<file path="src/rtl/audio_adc_rx.sv">
`timescale 1ns/1ps
`default_nettype none
// ============================================================================
// Module   : audio_adc_rx
// Purpose  : Stereo I2S-style ADC receiver (master), left-justified capture
//            into a first-word-fall-through stereo frame FIFO.
// Revision : 1.0 - initial release
// ============================================================================
module audio_adc_rx #(
   parameter int REF_CLK     = 18432000,
   parameter int SAMPLE_RATE = 48000,
   parameter int DATA_WIDTH  = 16,
   parameter int FIFO_DEPTH  = 4
) (
   input  logic                          iCLK_18_4,
   input  logic                          iRST,
   input  logic                          iAUD_ADCDAT,
   output logic                          oAUD_BCK,
   output logic                          oAUD_ADCLRCK,
   input  logic                          iEN,
   input  logic                          iREAD,
   input  logic                          iCLR_OVF,
   output logic                          oVALID,
   output logic [DATA_WIDTH-1:0]         oLEFT,
   output logic [DATA_WIDTH-1:0]         oRIGHT,
   output logic [$clog2(FIFO_DEPTH):0]   oLEVEL,
   output logic                          oOVERFLOW
);

   localparam int c_HALF_BCK = REF_CLK / (SAMPLE_RATE * DATA_WIDTH * 4);
   localparam int c_BCK_PER  = 2 * c_HALF_BCK;
   localparam int c_FRAME    = 4 * c_HALF_BCK * DATA_WIDTH;
   localparam int c_CW       = $clog2(c_FRAME);
   localparam int c_PW       = $clog2(c_BCK_PER);
   localparam int c_AW       = $clog2(FIFO_DEPTH);
   localparam int c_LW       = c_AW + 1;

   localparam logic [c_CW-1:0] c_CNT_LAST = c_CW'(c_FRAME - 1);
   localparam logic [c_CW-1:0] c_CNT_HALF = c_CW'(c_FRAME / 2);
   localparam logic [c_CW-1:0] c_CNT_PUSH = c_CW'(c_FRAME - c_HALF_BCK + 2);
   localparam logic [c_PW-1:0] c_PH_LAST  = c_PW'(c_BCK_PER - 1);
   localparam logic [c_PW-1:0] c_PH_HALF  = c_PW'(c_HALF_BCK);
   localparam logic [c_PW-1:0] c_PH_CAP   = c_PW'(c_HALF_BCK + 1);
   localparam logic [c_LW-1:0] c_LVL_FULL = c_LW'(FIFO_DEPTH);
   localparam logic [c_LW-1:0] c_LVL_ONE  = c_LW'(1);

   logic [c_CW-1:0]       r_cnt;
   logic [c_PW-1:0]       r_phase;
   logic                  r_bck;
   logic                  r_lrck;
   logic [1:0]            r_sync;
   logic [DATA_WIDTH-1:0] r_sh_l;
   logic [DATA_WIDTH-1:0] r_sh_r;
   logic                  r_arm;

   logic [DATA_WIDTH-1:0] r_mem_l [FIFO_DEPTH];
   logic [DATA_WIDTH-1:0] r_mem_r [FIFO_DEPTH];
   logic [c_AW-1:0]       r_wptr;
   logic [c_AW-1:0]       r_rptr;
   logic [c_LW-1:0]       r_level;
   logic [DATA_WIDTH-1:0] r_left;
   logic [DATA_WIDTH-1:0] r_right;
   logic                  r_ovf;

   logic [c_CW-1:0] w_cnt_nxt;
   logic [c_PW-1:0] w_ph_nxt;
   logic            w_push;
   logic            w_full;
   logic            w_pop;
   logic            w_wr;
   logic            w_drop;
   logic [c_AW-1:0] w_rptr_nxt;
   logic [c_LW-1:0] w_level_nxt;

   assign w_cnt_nxt  = (r_cnt == c_CNT_LAST) ? '0 : r_cnt + c_CW'(1);
   assign w_ph_nxt   = (r_phase == c_PH_LAST) ? '0 : r_phase + c_PW'(1);
   // iEN is also gated directly so that dropping it kills a pending push
   assign w_push     = (r_cnt == c_CNT_PUSH) && r_arm && iEN;
   assign w_full     = (r_level == c_LVL_FULL);
   assign w_pop      = iREAD && (r_level != '0);
   assign w_wr       = w_push && (!w_full || w_pop);
   assign w_drop     = w_push && w_full && !w_pop;
   assign w_rptr_nxt = w_pop ? r_rptr + c_AW'(1) : r_rptr;

   always_comb begin
      w_level_nxt = r_level;
      if (w_wr && !w_pop)
         w_level_nxt = r_level + c_LVL_ONE;
      else if (!w_wr && w_pop)
         w_level_nxt = r_level - c_LVL_ONE;
   end

   always_ff @(posedge iCLK_18_4 or posedge iRST) begin
      if (iRST) begin
         r_cnt   <= '0;
         r_phase <= '0;
         r_bck   <= 1'b0;
         r_lrck  <= 1'b0;
         r_sync  <= '0;
         r_sh_l  <= '0;
         r_sh_r  <= '0;
         r_arm   <= 1'b0;
      end else begin
         r_cnt   <= w_cnt_nxt;
         r_phase <= w_ph_nxt;
         r_bck   <= (w_ph_nxt >= c_PH_HALF);
         r_lrck  <= (w_cnt_nxt >= c_CNT_HALF);
         r_sync  <= {r_sync[0], iAUD_ADCDAT};
         if (r_phase == c_PH_CAP) begin
            if (r_lrck)
               r_sh_r <= {r_sh_r[DATA_WIDTH-2:0], r_sync[1]};
            else
               r_sh_l <= {r_sh_l[DATA_WIDTH-2:0], r_sync[1]};
         end
         if (!iEN)
            r_arm <= 1'b0;
         else if (r_cnt == '0)
            r_arm <= 1'b1;
      end
   end

   always_ff @(posedge iCLK_18_4) begin
      if (w_wr) begin
         r_mem_l[r_wptr] <= r_sh_l;
         r_mem_r[r_wptr] <= r_sh_r;
      end
   end

   always_ff @(posedge iCLK_18_4 or posedge iRST) begin
      if (iRST) begin
         r_wptr  <= '0;
         r_rptr  <= '0;
         r_level <= '0;
         r_left  <= '0;
         r_right <= '0;
         r_ovf   <= 1'b0;
      end else begin
         if (w_wr)
            r_wptr <= r_wptr + c_AW'(1);
         r_rptr  <= w_rptr_nxt;
         r_level <= w_level_nxt;
         // Head register: a lone new entry bypasses memory; empty holds last pop
         if (w_level_nxt != '0) begin
            if (w_wr && (w_level_nxt == c_LVL_ONE)) begin
               r_left  <= r_sh_l;
               r_right <= r_sh_r;
            end else begin
               r_left  <= r_mem_l[w_rptr_nxt];
               r_right <= r_mem_r[w_rptr_nxt];
            end
         end
         if (w_drop)
            r_ovf <= 1'b1;
         else if (iCLR_OVF)
            r_ovf <= 1'b0;
      end
   end

   assign oAUD_BCK     = r_bck;
   assign oAUD_ADCLRCK = r_lrck;
   assign oVALID       = (r_level != '0);
   assign oLEFT        = r_left;
   assign oRIGHT       = r_right;
   assign oLEVEL       = r_level;
   assign oOVERFLOW    = r_ovf;

endmodule
`default_nettype wire

</file>
<file path="config.mk">
export PLATFORM = sky130hd
export DESIGN_NAME = audio_adc_rx
export DESIGN_NICKNAME = d
export VERILOG_FILES = /design/src/rtl/audio_adc_rx.sv
export SDC_FILE = /design/constraint.sdc
export NUM_CORES = 1
export LEC_CHECK = 0
export ABC_AREA = 1
export BUFFER_PORTS_ARGS = -buffer_cell sky130_fd_sc_hd__buf_4
export CELL_PAD_IN_SITES_DETAIL_PLACEMENT = 1
export CELL_PAD_IN_SITES_GLOBAL_PLACEMENT = 2
export CORE_MARGIN = 3
export CORE_UTILIZATION = 37
export DETAILED_ROUTE_END_ITERATION = 8
export PLACE_DENSITY = 0.84
export REMOVE_ABC_BUFFERS = 1
export SYNTH_ARGS = -nofsm -noshare
export SYNTH_HDL_FRONTEND = slang
export SYNTH_SLANG_ARGS = --single-unit
export TNS_END_PERCENT = 1
</file>
<file path="constraint.sdc">
create_clock -name iCLK_18_4 -period 3.06 [get_ports iCLK_18_4]
set_input_delay 0.459 -clock iCLK_18_4 [delete_from_list [all_inputs] [get_ports iCLK_18_4]]
set_output_delay 0.459 -clock iCLK_18_4 [all_outputs]
set_load 0.01 [all_outputs]
</file>
==> metrics.md <==
| Metric | Value |
|---|---|
| CP most frequent cell | `nand2_1` |
| Final hold violation count | `0` |
| Worst relative slew slack | `0.550` |
| Worst Slack Setup Final | `0.465 ns` |
| Initial antenna violation count | `0` |
| Post-CTS sizing | `0` |
| Design area | `10,800 µm²` |
| Area Growth Syn to Fin | `18.2%` |
| Hpwl dp | `around 13,000 µm` |
| Die H | `163 µm` |
| Overall power | `9.42 mW` |
| Largest net degree at the start of global routing | `65` |
| Setup crit start | `r_cnt[0]$_DFF_PP0_` |
| R2R cell count | `16` |
| Fraction of registers with async set/reset | `0.413` |
| Reg-to-reg startpoint | `r_cnt[0]$_DFF_PP0_` |
| Post-layout min period | `2.59 ns` |
| CP arrival | `around 3 ns` |
| Reg clk slew, reported paths | `0.06 ns` |
| CP Capture Type | `flop` |
| Reg area | `6100 µm²` |
| CP max-delay cell | `nand2_2` |
| CTS tree | `built` |
| Post-CTS Repair Setup Buffers | `0` |
| Sequential area share after synthesis | `0.664` |
| Drt drc | `0` |
| Clk_lat worst skew | `0.52 ns` |
| Fill count | `2,635` |
| Initial Util | `0.377` |
| Area after DPL | `roughly 10000 µm²` |
| Placed Instances | `1,200` |
| Grt total ovfl | `0` |
| Top post-synthesis cells by area | `edfxtp_1, dfrtp_1, nand2_1` |
| First-pass iteration count of the detailed router | `4` |
| Ys flop type | `edfxtp_1` |
| Crit-path max cell delay | `0.40 ns` |
| PortBufs | `44` |
| Area of the multi-input gates | `2530 µm²` |
| Vias in the first global route | `approximately 6,600` |
| Max Slew Vio Count | `0` |
| Skew final | `roughly 0.024 ns` |
| Clock sinks | `218` |
| CP Cell Sequence | `inv_1 > ha_1 > inv_1 > nor2_1 > nand2_1 > nor2_4 > nand3_2 > nand2_1 > nand2_1 > nand2_2 > nor2_4 > nand2_2 > buf_4 > nand2_1 > nand3_1 > nand2_1` |
| First-pass GRT wire length | `35,600 µm` |
| Cts-stage hold buffer count | `0` |
| Layout cells sized above 1 | `0.151` |
| Startpoint Class | `flop` |
| RSZ-0062 raised after global routing | `false` |
| Pre-CTS WS | `0.447 ns` |
| FP Rows | `between 50 and 60` |
| Worst-path maximum fanout | `19` |
| Yosys cell types | `34` |
| Top-area cell type share of the netlist area | `0.419` |
| DRT iter0 DRCs | `250` |
| Synth warnings | `0` |
| Routability cong. | `0.756` |
| Most frequent cells after synthesis | `nand2_1, edfxtp_1, nand3_1` |
| Crit Path Class | `reg2reg` |
| Die X | `163 µm` |
| Cell accounting for the most synthesized area | `edfxtp_1` |
| Maximum vdd drop | `0.369 mV` |
| Final period util | `0.848` |
| Mean Syn Cell Area | `roughly 11 µm²` |
| Max Fclk | `385 MHz` |
| Inserted Clock Buffers | `25` |
| Lkg Pwr | `4.72 nW` |
| Power per cell area | `868 nW/µm²` |
| CTS H-tree depth | `1` |
| Gr usage total | `0.168` |
| Mapped Cells | `about 850` |
| # IOs | `45` |
| Critical Path End | `oRIGHT[9]$_DFFE_PP0P_` |
| Reg-to-reg setup timing slack | `0.47 ns` |
| Syn Std Cell Area | `9180 µm²` |
| Avg Vias per Cell | `a little under 5` |
| WL/cell | `roughly 18 µm` |
| Worst slew pin tran | `between 0.6 and 0.7 ns` |
| Required time of the critical path | `3.47 ns` |
| Setup_tns | `0 ns` |
| # nets final | `just over 900` |
| WL final | `21,900 µm` |
| Final non-filler cell total | `between 1,000 and 1,500` |
| Status | `completed` |
| Top-count cell post-synth | `nand2_1` |
| ANT cells | `0` |
| Clock tree buffer depth | `3` |
| Detailed-route via count | `6,195` |
| ANT nets after route | `0` |
| Number of flops mapped to enable cells by yosys | `128` |
| Reg2reg end | `oRIGHT[9]$_DFFE_PP0P_` |
| Max_cap viols | `0` |
| Clk root buf | `clkbuf_16` |
| Synth Register Bits | `around 220` |
| Die ar. | `26,700 µm²` |
| Final setup violation count | `0` |
| Hold Path Class | `in2async` |
| Core Box Area | `approximately 24,000 µm²` |
## placed cells by master, fill, tap and decap left out, types with 8 or more instances in the layout
cell | Yosys | routed
nand2_1 | 154 | 153
edfxtp_1 | 128 | 128
nand3_1 | 107 | 107
inv_1 | 98 | 96
dfrtp_1 | 90 | 90
nor2_1 | 86 | 82
buf_4 | 3 | 60
o21ai_0 | 31 | 31
o31ai_1 | 31 | 31
clkbuf_16 | 0 | 25
o211ai_1 | 13 | 13
ha_1 | 11 | 11
a21oi_1 | 9 | 9
or2_2 | 8 | 8
## sequential cells by signal, summed over array words and instances, names as in the netlist
| name | count |
|---|---|
| r_sh_r | 16 |
| r_phase | 4 |
| oAUD_ADCLRCK | 1 |
| r_cnt | 9 |
| oLEVEL | 3 |
| r_mem_r | 64 |
| r_sync | 2 |
| oRIGHT | 16 |
| oOVERFLOW | 1 |
| r_arm | 1 |
| r_wptr | 2 |
| oLEFT | 16 |
| r_sh_l | 16 |
| r_rptr | 2 |
| oAUD_BCK | 1 |
| r_mem_l | 64 |
## power by group
group	total, mW	internal (mW)	switching [mW]
Sequential	3.48	3.32	0.154
Clock	3.12	1.95	1.17
Combinational	2.82	1.04	1.78
## worst min-delay path by stage
stage,to,slack (ns),cells past startpoint
5_1_grt,r_sync[0]$_DFF_PP0_,0.04,1
4_1_cts,r_sync[0]$_DFF_PP0_,0.04,1
2_1_floorplan,r_sync[1]$_DFF_PP0_,0.33,0
6_report,r_sh_l[11]$_DFFE_PP0P_,0.06,2
3_3_place_gp,r_sync[1]$_DFF_PP0_,0.33,0
3_5_place_dp,r_sync[1]$_DFF_PP0_,0.34,0
## worst max-delay path, delay by kind of cell, from the launching register on
kind	cells	cell delay, ns
buffers and inverters	3	0.46
adder cells (fa/ha/maj)	1	0.20
flip-flops	1	0.39
AND/OR/NAND/NOR	12	1.44
## stage by stage
stage | utilization | hold WS (ns)
finish | 0.446 | 0.0560
global route | 0.446 | 0.0443
CTS | 0.446 | 0.0371
detailed placement | 0.410 | 0.336
global placement | 0.410 | 0.335
floorplan | - | 0.331
## kinds of logic after synthesis
group	after synthesis	share of synthesized area
xor gates and xnor gates	5	0.00477
and+or+nand+nor	387	0.189
adders and majority gates	11	0.0150
AOI/OAI and AO/OA	88	0.0609
muxes	1	0.00123
buffers and inverters	142	0.0646
DFF	218	0.664
## final cells by class
type                            instances  area share
Clock inverter                         16      0.0195
Clock buffer                           30      0.0603
Sequential cell                       218       0.562
Timing Repair Buffer                   66      0.0526
Inverter                              100      0.0348
Tap cell                              324      0.0374
Multi-Input combinational cell        492       0.233
## per-layer routing
metal | track usage | part of all wire | vias up
met4 | 0.0388 | 0.017 | 0
li1 | - | - | 2955
met2 | 0.302 | 0.51 | 104
met5 | 0 | 0 | -
met3 | 0.0228 | 0.038 | 27
met1 | 0.215 | 0.43 | 3109
Note: power is estimated with default switching activity, not from simulation.
